**src/rtl/rf_sb_param.sv**
```systemverilog
`default_nettype none
// ============================================================================
// Module   : rf_sb_param
// Purpose  : Pipeline register file for the decode stage. It has two
//            combinational read ports and one synchronous write port driven by
//            writeback. It also has an optional write-to-read bypass, a
//            per-register busy scoreboard for hazard detection, and a
//            sequential bulk-clear engine.
// Params   : DW       data width
//            AW       address width, DEPTH = 2**AW registers
//            ZERO_REG 1: register 0 reads 0 and ignores writes/scoreboard set
//            BYPASS   1: a same-cycle write is forwarded to matching readers
// Ports    : clk, rst        clock (rising edge), async active-high reset
//            ra1/ra2         read addresses
//            rd1/rd2         read data (combinational)
//            busy1/busy2     scoreboard bit of ra1/ra2 (combinational)
//            we/wa/wd        write enable / address / data
//            sb_set/sb_addr  mark sb_addr busy (issue of a pending producer)
//            clr_req         start bulk clear (sampled only in IDLE)
//            clr_busy        high while the clear engine runs
// Macro    : RF_TRACE_EN - when defined, prints simulation trace messages for
//            writes and clear start/done. It has no functional effect.
// Revision : 1.0 - initial release
// ============================================================================
module rf_sb_param #(
    parameter int DW       = 32,
    parameter int AW       = 5,
    parameter bit ZERO_REG = 1'b1,
    parameter bit BYPASS   = 1'b1
) (
    input  logic          clk,
    input  logic          rst,
    input  logic [AW-1:0] ra1,
    input  logic [AW-1:0] ra2,
    output logic [DW-1:0] rd1,
    output logic [DW-1:0] rd2,
    output logic          busy1,
    output logic          busy2,
    input  logic          we,
    input  logic [AW-1:0] wa,
    input  logic [DW-1:0] wd,
    input  logic          sb_set,
    input  logic [AW-1:0] sb_addr,
    input  logic          clr_req,
    output logic          clr_busy
);

    localparam int            DEPTH  = 2**AW;
    localparam logic [AW-1:0] c_LAST = {AW{1'b1}};
    localparam logic [AW-1:0] c_ONE  = AW'(1);

    typedef enum logic [0:0] {
        S_IDLE  = 1'b0,
        S_CLEAR = 1'b1
    } state_t;

    state_t              r_state;
    logic [AW-1:0]       r_cnt;
    logic [DW-1:0]       r_rf [DEPTH];
    logic [DEPTH-1:0]    r_busy;

    logic                w_idle;
    logic                w_wr_ok;
    logic                w_set_ok;
    logic [DEPTH-1:0]    w_busy_nxt;

    assign w_idle   = (r_state == S_IDLE);
    // Effective write / scoreboard-set: only in IDLE, and never to r0 when
    // register 0 is hard-wired.
    assign w_wr_ok  = we     && w_idle && !(ZERO_REG && (wa == '0));
    assign w_set_ok = sb_set && w_idle && !(ZERO_REG && (sb_addr == '0));

    assign clr_busy = (r_state == S_CLEAR);

    // Scoreboard next state: a write clears its bit first and then an issue
    // sets its bit, so a set wins over a clear to the same register.
    // Entering CLEAR wipes the whole scoreboard.
    always_comb begin
        w_busy_nxt = r_busy;
        if (w_wr_ok) begin
            w_busy_nxt[wa] = 1'b0;
        end
        if (w_set_ok) begin
            w_busy_nxt[sb_addr] = 1'b1;
        end
        if (w_idle && clr_req) begin
            w_busy_nxt = '0;
        end
    end

    // Read ports. Both ports read 0 during reset and while clearing.
    always_comb begin
        rd1   = '0;
        rd2   = '0;
        busy1 = 1'b0;
        busy2 = 1'b0;
        if (!rst && w_idle) begin
            rd1   = r_rf[ra1];
            rd2   = r_rf[ra2];
            busy1 = r_busy[ra1];
            busy2 = r_busy[ra2];
            if (ZERO_REG && (ra1 == '0)) begin
                rd1 = '0;
            end
            if (ZERO_REG && (ra2 == '0)) begin
                rd2 = '0;
            end
            // A write in flight resolves the hazard, unless the same
            // register is being re-issued in this cycle.
            if (BYPASS && w_wr_ok && (wa == ra1)) begin
                rd1 = wd;
                if (!(w_set_ok && (sb_addr == ra1))) begin
                    busy1 = 1'b0;
                end
            end
            if (BYPASS && w_wr_ok && (wa == ra2)) begin
                rd2 = wd;
                if (!(w_set_ok && (sb_addr == ra2))) begin
                    busy2 = 1'b0;
                end
            end
        end
    end

    // Storage, scoreboard and clear engine.
    always_ff @(posedge clk or posedge rst) begin
        if (rst) begin
            r_state <= S_IDLE;
            r_cnt   <= '0;
            r_busy  <= '0;
            for (int i = 0; i < DEPTH; i++) begin
                r_rf[i] <= '0;
            end
        end else begin
            case (r_state)
                S_IDLE: begin
                    if (w_wr_ok) begin
                        r_rf[wa] <= wd;
                    end
                    r_busy <= w_busy_nxt;
                    if (clr_req) begin
                        r_state <= S_CLEAR;
                        r_cnt   <= '0;
                    end
                end
                S_CLEAR: begin
                    // One register per cycle; the counter wraps back to 0
                    // as the last register is cleared.
                    r_rf[r_cnt] <= '0;
                    r_cnt       <= r_cnt + c_ONE;
                    if (r_cnt == c_LAST) begin
                        r_state <= S_IDLE;
                    end
                end
                default: begin
                    r_state <= S_IDLE;
                end
            endcase
        end
    end

`ifdef RF_TRACE_EN
    always @(posedge clk) begin
        if (!rst) begin
            if (w_wr_ok) begin
                $display("RF W R[%h]=%h", wa, wd);
                // Dump shows the contents as they will be after this write.
                for (int i = 0; i < DEPTH; i += 8) begin
                    string s;
                    s = "";
                    for (int j = 0; j < 8; j++) begin
                        if (i + j < DEPTH) begin
                            s = {s, $sformatf(" %h", ((i + j) == int'(wa)) ? wd : r_rf[i + j])};
                        end
                    end
                    $display("RF  %0d:%s", i, s);
                end
            end
            if (w_idle && clr_req) begin
                $display("RF CLEAR start");
            end
            if (!w_idle && (r_cnt == c_LAST)) begin
                $display("RF CLEAR done");
            end
        end
    end
`endif

endmodule
`default_nettype wire
```
**config.mk**
```make
export PLATFORM = sky130hd
export DESIGN_NAME = rf_sb_param
export DESIGN_NICKNAME = d
export VERILOG_FILES = /design/src/rtl/rf_sb_param.sv
export SDC_FILE = /design/constraint.sdc
export NUM_CORES = 2
export LEC_CHECK = 0
export ABC_CLOCK_PERIOD_IN_PS = 33100
export BUFFER_PORTS_ARGS = -buffer_cell sky130_fd_sc_hd__clkbuf_2
export CAP_MARGIN = 20
export CORE_MARGIN = 4
export CORE_UTILIZATION = 57
export CTS_CLUSTER_SIZE = 30
export DETAILED_ROUTE_END_ITERATION = 6
export MAX_ROUTING_LAYER = met4
export PLACE_DENSITY = 0.81
export SYNTH_ARGS = -nofsm -noshare
export SYNTH_HDL_FRONTEND = slang
export SYNTH_SLANG_ARGS = --single-unit
```
**constraint.sdc**
```tcl
create_clock -name clk -period 33.1 [get_ports clk]
set_input_delay 3.31 -clock clk [delete_from_list [all_inputs] [get_ports clk]]
set_output_delay 3.31 -clock clk [all_outputs]
set_load 0.02 [all_outputs]
```
==> impl_metrics.yaml <==
cells_and_area:
  nFillCells: 6567
  stdcell_count: 5174
  final_cell_mix: "1062 x dfrtp_1, 1023 x a22o_1, 529 x mux4_2, 188 x o22ai_1, 116 x clkbuf_2"
  syn_to_final_growth_pct: 10.6
  layout_commonest_cell: "dfrtp_1"
  nets: 3857
  stdcell_area_um2: 60500
  drive_above_1_share: 0.279
detailed_routing:
  dr.pass1.iters: 7
  drc_errors: 14
  detail-route-antenna-nets: 0
  viasPerCell: 8.58
  drtIter0Drc: 8799
  routed_wirelength_um: 205000
  vias: 44400
  routedWlPerCell_um: 39.6
grt:
  antenna_found_initial: 10
  grt_use_total: 0.414
  overflow: 0
  grt_max_degree: 185
  grt_pass1_wl_um: 301000
  first_global_vias: 44600
min_path:
  min_from: "r_rf[1021]"
  hp-class: "register to register"
  whs_endpoint: "r_rf[1021]"
  holdPathStages: 1
sta:
  fmax_mhz: 93.6
  fin_crit_sh: 0.323
  period_minus_slack_ns: 10.68
  hold_viol: 0
  worst_pin_slew_ns: 1.23
  slew_headroom: 0.182
  fin_skew_ns: 0.0319
  setup_viol: 0
  drv_slew: 0
  setup_tns_ns: 0
  rsz0062_at_grt: "false"
pwr:
  power.leakage_nw: 26.5
  peakVddDrop_mv: 0.0461
  p_per_area_nw_per_um2: 63.9
worst_setup_path:
  critPathMaxFanout: 57
  timing.rr.end: "r_rf[79]"
  crit_slowest_cell: "buf_4"
  critPathKind: "input pin to output port"
  path_buf_inv: 4
  required_ns: 29.79
  regToRegSetupSlack_ns: 28.77
  path_cells: "buf_8 -> buf_4 -> buf_4 -> mux4_2 -> o22ai_1 -> nor2_1 -> nand3_1 -> nand3_1 -> clkbuf_2"
  endpoint_kind: "output port"
  critPathMaxStageDelay_ns: 0.82
  worst-path-stages: 9
  arrival_ns: 7.37
  r2r_cells: 7
  crit_path_start_kind: "input pin"
  path_delay_family: "buffers and inverters"
  rr_startpoint: "clr_busy"
logic_synthesis:
  synth-seq-area-share: 0.486
  synthCells: 3990
  synth_cell_types: 52
  synth_warnings: 0
  synth_seq_cells: 1062
  ys_async_sr_fraction: 1.00
  synthesis.area_um2: 54700
  synth_nets: 4052
  synth-edff-count: 0
  synth_ff_type: "dfrtp_1"
  avgSynthCellArea_um2: 13.7
cts:
  cts_tree: "done"
  clock_sinks: 1062
  cts_root_buf: "clkbuf_16"
  postCtsHoldBufs: 0
  clk_pin_slew_ns: 0.07
  cts_buffer_depth: 3
  clk_latency_ns: 0.73
  h-tree-depth: 3
  cts-resized-gates: 0
  cts_inserted_buffers: 108
  post-cts-setup-buffers: 0
placement:
  dp_hpwl_um: 113000
  place_area_um2: 56300
  dp.cells: 4946
  port_buffers: 123
  gp_congestion: 0.927
run:
  max_cap_viol_count: 0
floorplanning:
  die-width_um: 318
  rows: 113
  core-area_um2: 95000
  start_util: 0.575
  fp.dieH_um: 318
  io_pins: 124
  die-area_um2: 101000
outcome:
  failed_checks: "DRC"
  run_status: "finished, violations left"
==> Yosys cell counts, types with 5 or more instances <==
library cell | n | area, um^2
o21ai_0 | 67 | 335
dfrtp_1 | 1062 | 26600
buf_4 | 8 | 60.1
nor2_2 | 5 | 31.3
nand2b_1 | 6 | 37.5
nand2_1 | 57 | 214
mux4_2 | 529 | 11900
nor4_1 | 31 | 194
a21oi_1 | 64 | 320
xor2_1 | 15 | 131
buf_1 | 57 | 214
buf_2 | 101 | 505
xnor2_1 | 7 | 61.3
o211ai_1 | 30 | 225
nand3b_1 | 6 | 45.0
clkbuf_1 | 380 | 1430
nor3_1 | 8 | 40.0
nor2_1 | 132 | 495
ha_1 | 5 | 62.6
mux2_2 | 33 | 372
a22o_1 | 1023 | 8960
nand3_1 | 38 | 190
nor2b_1 | 5 | 31.3
mux2i_1 | 40 | 400
and2_1 | 37 | 231
inv_1 | 7 | 26.3
or3_1 | 5 | 31.3
o22ai_1 | 188 | 1180
==> state kept, by name, indices dropped and copies added, names as in the netlist <==
signal    flops
r_rf       1024
clr_busy      1
r_cnt         5
r_busy       32
==> cell families after synthesis <==
group | share of synthesized area
buf+inv | 0.0410
compound gates | 0.205
fa+ha+maj | 0.00114
flops | 0.486
xor+xnor | 0.00353
mux | 0.232
simple gates | 0.0315
==> power breakdown <==
part           internal, W  total [W]  switching, W  leakage (nW)
Clock             0.000833    0.00140      0.000562          1.98
Combinational     0.000367   0.000796      0.000429          9.85
Sequential         0.00149    0.00167      0.000178          14.7
Total              0.00269    0.00386       0.00117          26.5
==> stage by stage <==
step / utilization / total power, W / hold slack [ns] / setup WS (ns)
floorplan: - / 0.00216 / 0.449 / 8.42
global placement: 0.592 / 0.00239 / 0.471 / 22.58
detailed placement: 0.592 / 0.00243 / 0.487 / 22.52
CTS: 0.635 / 0.00381 / 0.505 / 22.51
global route: 0.636 / 0.00395 / 0.524 / 22.23
finish: 0.636 / 0.00386 / 0.513 / 22.42
==> cell type report <==
| type | count | area, um^2 | area share |
|---|---|---|---|
| antenna | 19 | 47.5 | 0.000786 |
| clock buffer | 140 | 3060 | 0.0507 |
| clock inverter | 65 | 972 | 0.0161 |
| inverter | 7 | 30.0 | 0.000497 |
| multi-input combinational | 2373 | 26500 | 0.438 |
| sequential | 1062 | 26600 | 0.440 |
| tap | 1265 | 1580 | 0.0262 |
| timing repair buffer | 243 | 1720 | 0.0284 |
==> how the worst max path moves through the flow <==
| stage | slack [ns] | startpoint | end |
|---|---|---|---|
| after CTS | 22.51 | ra1[0] | rd1[29] |
| after global placement | 22.58 | ra1[0] | rd1[31] |
| after detailed placement | 22.52 | ra1[0] | rd1[29] |
| after floorplan | 8.42 | rst | rd1[0] |
| final | 22.42 | ra1[0] | rd1[29] |
| after global routing | 22.23 | ra1[0] | rd1[29] |
==> per-layer routing <==
layer | track usage | routed length, um
met1 | 0.496 | 64900
met2 | 0.543 | 85500
met3 | 0.191 | 35600
met4 | 0.311 | 18800
met5 | - | 0
No activity file was read; power rests on OpenSTA's default activity.
